==> src/rtl/frost32_mem_access_unit.sv <==
// Frost32 CPU-side memory access unit: takes one load/store from the pipeline,
// drives the main-memory bus, waits MEM_LATENCY cycles and returns extended load data.
module frost32_mem_access_unit #(
   parameter int unsigned MEM_LATENCY = 1
) (
   input  logic        clk,
   input  logic        rst_n,
   input  logic        req_valid,
   output logic        req_ready,
   input  logic        req_write,
   input  logic [1:0]  req_size,
   input  logic        req_signed,
   input  logic [31:0] req_addr,
   input  logic [31:0] req_wdata,
   output logic        resp_valid,
   output logic        resp_err,
   output logic [31:0] resp_rdata,
   output logic        req_mem_access,
   output logic [31:0] addr,
   output logic        data_inout_access_type,
   output logic [1:0]  data_inout_access_size,
   output logic [31:0] data_out,
   input  logic [31:0] data_in
);

   // Handshake: a request transfers on the rising edge where req_valid && req_ready;
   // req_ready is high only in IDLE, so anything offered while busy is ignored.
   typedef enum logic [2:0] {
      ST_IDLE,
      ST_REQ,
      ST_WAIT,
      ST_RESP,
      ST_ERR
   } state_t;

   localparam logic [3:0] WAIT_INIT = 4'(MEM_LATENCY - 1);

   state_t     state;
   logic [3:0] wait_cnt;
   logic       hold_signed;
   logic       misaligned;
   logic       bad_req;

   assign req_ready  = (state == ST_IDLE);
   assign misaligned = ((req_size == 2'd1) && req_addr[0]) ||
                       ((req_size == 2'd2) && (req_addr[1:0] != 2'b00));
   assign bad_req    = misaligned || (req_size == 2'd3);

   function automatic logic [31:0] mask_wdata(input logic [31:0] w, input logic [1:0] sz);
      case (sz)
         2'd0:    return {24'h0, w[7:0]};
         2'd1:    return {16'h0, w[15:0]};
         default: return w;
      endcase
   endfunction

   function automatic logic [31:0] extend_rdata(input logic [31:0] d, input logic [1:0] sz,
                                                input logic sgn);
      case (sz)
         2'd0:    return {{24{sgn & d[7]}}, d[7:0]};
         2'd1:    return {{16{sgn & d[15]}}, d[15:0]};
         default: return d;
      endcase
   endfunction

   always_ff @(posedge clk or negedge rst_n) begin
      if (!rst_n) begin
         state                  <= ST_IDLE;
         wait_cnt               <= 4'd0;
         hold_signed            <= 1'b0;
         resp_valid             <= 1'b0;
         resp_err               <= 1'b0;
         resp_rdata             <= 32'h0;
         req_mem_access         <= 1'b0;
         addr                   <= 32'h0;
         data_inout_access_type <= 1'b0;
         data_inout_access_size <= 2'd0;
         data_out               <= 32'h0;
      end else begin
         case (state)
            ST_IDLE: begin
               if (req_valid) begin
                  if (bad_req) begin
                     // Bad requests answer immediately and leave the bus fields untouched.
                     resp_valid <= 1'b1;
                     resp_err   <= 1'b1;
                     resp_rdata <= 32'h0;
                     state      <= ST_ERR;
                  end else begin
                     req_mem_access         <= 1'b1;
                     addr                   <= req_addr;
                     data_inout_access_type <= req_write;
                     data_inout_access_size <= req_size;
                     data_out               <= req_write ? mask_wdata(req_wdata, req_size) : 32'h0;
                     hold_signed            <= req_signed;
                     state                  <= ST_REQ;
                  end
               end
            end
            ST_REQ: begin
               req_mem_access <= 1'b0;
               wait_cnt       <= WAIT_INIT;
               state          <= ST_WAIT;
            end
            ST_WAIT: begin
               if (wait_cnt == 4'd0) begin
                  resp_rdata <= data_inout_access_type ? 32'h0 :
                                extend_rdata(data_in, data_inout_access_size, hold_signed);
                  resp_valid <= 1'b1;
                  resp_err   <= 1'b0;
                  state      <= ST_RESP;
               end else begin
                  wait_cnt <= wait_cnt - 4'd1;
               end
            end
            ST_RESP: begin
               resp_valid <= 1'b0;
               state      <= ST_IDLE;
            end
            ST_ERR: begin
               resp_valid <= 1'b0;
               state      <= ST_IDLE;
            end
            default: state <= ST_IDLE;
         endcase
      end
   end

endmodule

==> config.mk <==
export PLATFORM = sky130hd
export DESIGN_NAME = frost32_mem_access_unit
export DESIGN_NICKNAME = d
export VERILOG_FILES = /design/src/rtl/frost32_mem_access_unit.sv
export SDC_FILE = /design/constraint.sdc
export NUM_CORES = 1
export LEC_CHECK = 0
export ABC_AREA = 1
export CORE_MARGIN = 5
export CORE_UTILIZATION = 46
export DETAILED_ROUTE_END_ITERATION = 8
export GPL_TIMING_DRIVEN = 0
export PLACE_DENSITY = 0.92
export SYNTH_ARGS = -nofsm -noshare
export SYNTH_HDL_FRONTEND = slang
export SYNTH_SLANG_ARGS = --single-unit
==> constraint.sdc <==
create_clock -name clk -period 3.3 [get_ports clk]
set_clock_uncertainty 0.2 [all_clocks]
set_input_delay 0.66 -clock clk [delete_from_list [all_inputs] [get_ports clk]]
set_output_delay 0.66 -clock clk [all_outputs]
set_load 0.005 [all_outputs]
==> out/qor.yml <==
power:
  peakVddDrop_mv: 0.392
  power_mw: 5.92
  power_density_nw_per_um2: 814
  p_leak_nw: 3.75
yosys:
  ys_types: 23
  async_flop_share_pct: 100
  synth_ff_type: "dfrtp_1"
  synthesis.area_um2: 4870
  synth_edf_count: 0
  synthCells: 612
  ys_seq_elements: 110
  ys_warn_count: 0
  ys_top_cells_by_area: "dfrtp_1 57%, nand2_1 25%, nor2_1 4.3%"
  syn_avg_cell_area_um2: 7.95
  yosysSeqAreaShare_pct: 56.6
  yosysTopAreaCellShare_pct: 56.6
  synth.net_count: 717
  synth_top_area_cell: "dfrtp_1"
final_layout:
  multi_input_area_um2: 1800
  nets: 932
  layout_commonest_cell: "nand2_1"
  seq_area_um2: 2750
  final_cell_mix: "318 x nand2_1, 202 x clkdlybuf4s50_1, 110 x dfrtp_1"
  fillers: 805
  diodes: 0
  syn_to_final_growth_pct: 49.4
  drive_above_1_share_pct: 5.65
  final_cells: 968
  fin_util_pct: 70.5
global_route:
  antenna_found_initial: 0
  use_met2_pct: 37.2
  grt_max_degree: 58
  grt_pass1_wl_um: 22600
  track_usage_pct: 22.0
  top_usage_layer: "met2"
  grt_util_met3_pct: 8.13
  met1_usage_pct: 26.9
  gr-total-overflow: 0
  grt_pass1_vias: 4560
detailed_routing:
  drc: 0
  final_antenna_net_count: 0
  vias: 4626
  finalWirelength_um: 14100
  wl_per_cell_um: 14.6
  vias_per_cell: 4.78
  dr.first_iter.drc_count: 312
  firstDrtPassIters: 4
sta:
  fmax_ghz: 0.389
  worst_slack_ns: 0.732
  fin_crit_ns: 2.57
  setup_violations: 0
  hold_viol: 0
  max_slew_margin_pct: 51.1
  rsz0062_at_grt: "false"
  tightest_slew_ns: 0.733
  timing.final.crit_share_pct: 77.8
  drv_slew: 0
  final.setup.tns_ns: 0
clock_network:
  htree_levels: 3
  ctsLongestPathBuffers: 2
  cts_setup_buffers: 0
  clkLatencyLatePin_ns: 0.35
  cts_made_buffers: 9
  hold_buffers: 0
  clkSinkCount: 110
  root_buffer: "clkbuf_8"
  cts_tree: "yes"
  cts_resized: 0
  cts.clk_slew.worst_paths_ns: 0.10
setup_path:
  arrival_ns: 1.71
  crit_type: "reg2out"
  path_max_fanout: 7
  endpoint_kind: "primary output"
  start_kind: "flop"
  required_ns: 2.44
die:
  rows: 37
  initial_utilization_pct: 47.1
  io_pins: 206
  fp.dieW_um: 113
  dieArea_um2: 12700
  coreArea_um2: 10300
  die_h_um: 113
outcome:
  status: "finished clean"
placement:
  place_congestion: 0.828
  portBuffers: 203
  dp_hpwl_um: 10900
  dp.cells: 952
  dp_slack_ns: 0.773
worst_hold_path:
  hp-class: "in2async"
job:
  timing.max_cap.violations: 0
-- through the flow --
step | cell area [um2] | hold slack (ns)
after floorplan | 4870 | 0.164
after global placement | 7070 | 0.252
after detailed placement | 7090 | 0.258
after CTS | 7270 | 0.170
after global routing | 7270 | 0.195
final | 7270 | 0.156
-- cells in the mapped netlist, types with 2 or more instances --
master and number:
nand3_1 24, nor2_2 2, a21oi_1 4, nor2_4 2, inv_1 33, o21ai_0 22, nand3_2 3, dfrtp_1 110
buf_4 7, clkbuf_1 7, buf_2 6, nand2_1 318, inv_2 2, buf_6 6, nand4_1 2, ha_1 2
nor2_1 56
-- cell families (layout without fill, tap and decap cells) --
group	Yosys count	after routing	synth area share (%)
compound gates	28	28	2.96
xor+xnor	1	1	0.180
fa+ha+maj	2	2	0.514
buf+inv	62	282	6.40
flops	110	110	56.6
simple gates	409	409	33.4
-- routing by layer --
| layer | share of wire, % | vias to the layer above |
|---|---|---|
| li1 | - | 2291 |
| met1 | 40 | 2130 |
| met2 | 49 | 187 |
| met3 | 9.2 | 18 |
| met4 | 1.7 | 0 |
| met5 | 0 | - |
-- cell type report --
type | count | share of cell area [%]
plain buffers | 26 | 2.43
clock buffers | 10 | 1.75
clock inverters | 6 | 0.705
inverters | 36 | 1.86
multi-input cells | 440 | 24.8
flip-flops and latches | 110 | 37.8
well taps | 136 | 2.34
repair buffers | 204 | 28.3
-- critical path, cell delays in order (launching register included) --
cell	delay, ns
dfrtp_1	0.47
nor2_2	0.16
nand2_1	0.10
inv_2	0.11
clkdlybuf4s50_1	0.52
-- flip-flops by register name (all words and copies together), names as in the netlist --
name / flops
addr: 32
resp_valid: 1
hold_signed: 1
wait_cnt: 4
data_out: 32
resp_rdata: 32
data_inout_access_type: 1
req_mem_access: 1
resp_err: 1
data_inout_access_size: 2
state: 3
-- power breakdown --
group | total [mW] | switching, mW | internal [mW]
sequential | 2.29 | 0.369 | 1.92
combinational | 2.87 | 1.36 | 1.51
clock | 0.759 | 0.469 | 0.290
total | 5.92 | 2.20 | 3.72
-- path summary, 6_finish.rpt --
check,start,to,slack [ns],cells past startpoint
max,state[1],req_ready,0.73,4
min,rst_n,resp_rdata[13],0.16,1
max reg2reg,wait_cnt[0],resp_rdata[12],1.47,9
min reg2reg,resp_err,resp_err,0.28,2
max in group asynchronous,rst_n,addr[6],2.03,2
min in group clk,resp_err,resp_err,0.28,2
Note: power is estimated with default switching activity, not from simulation.
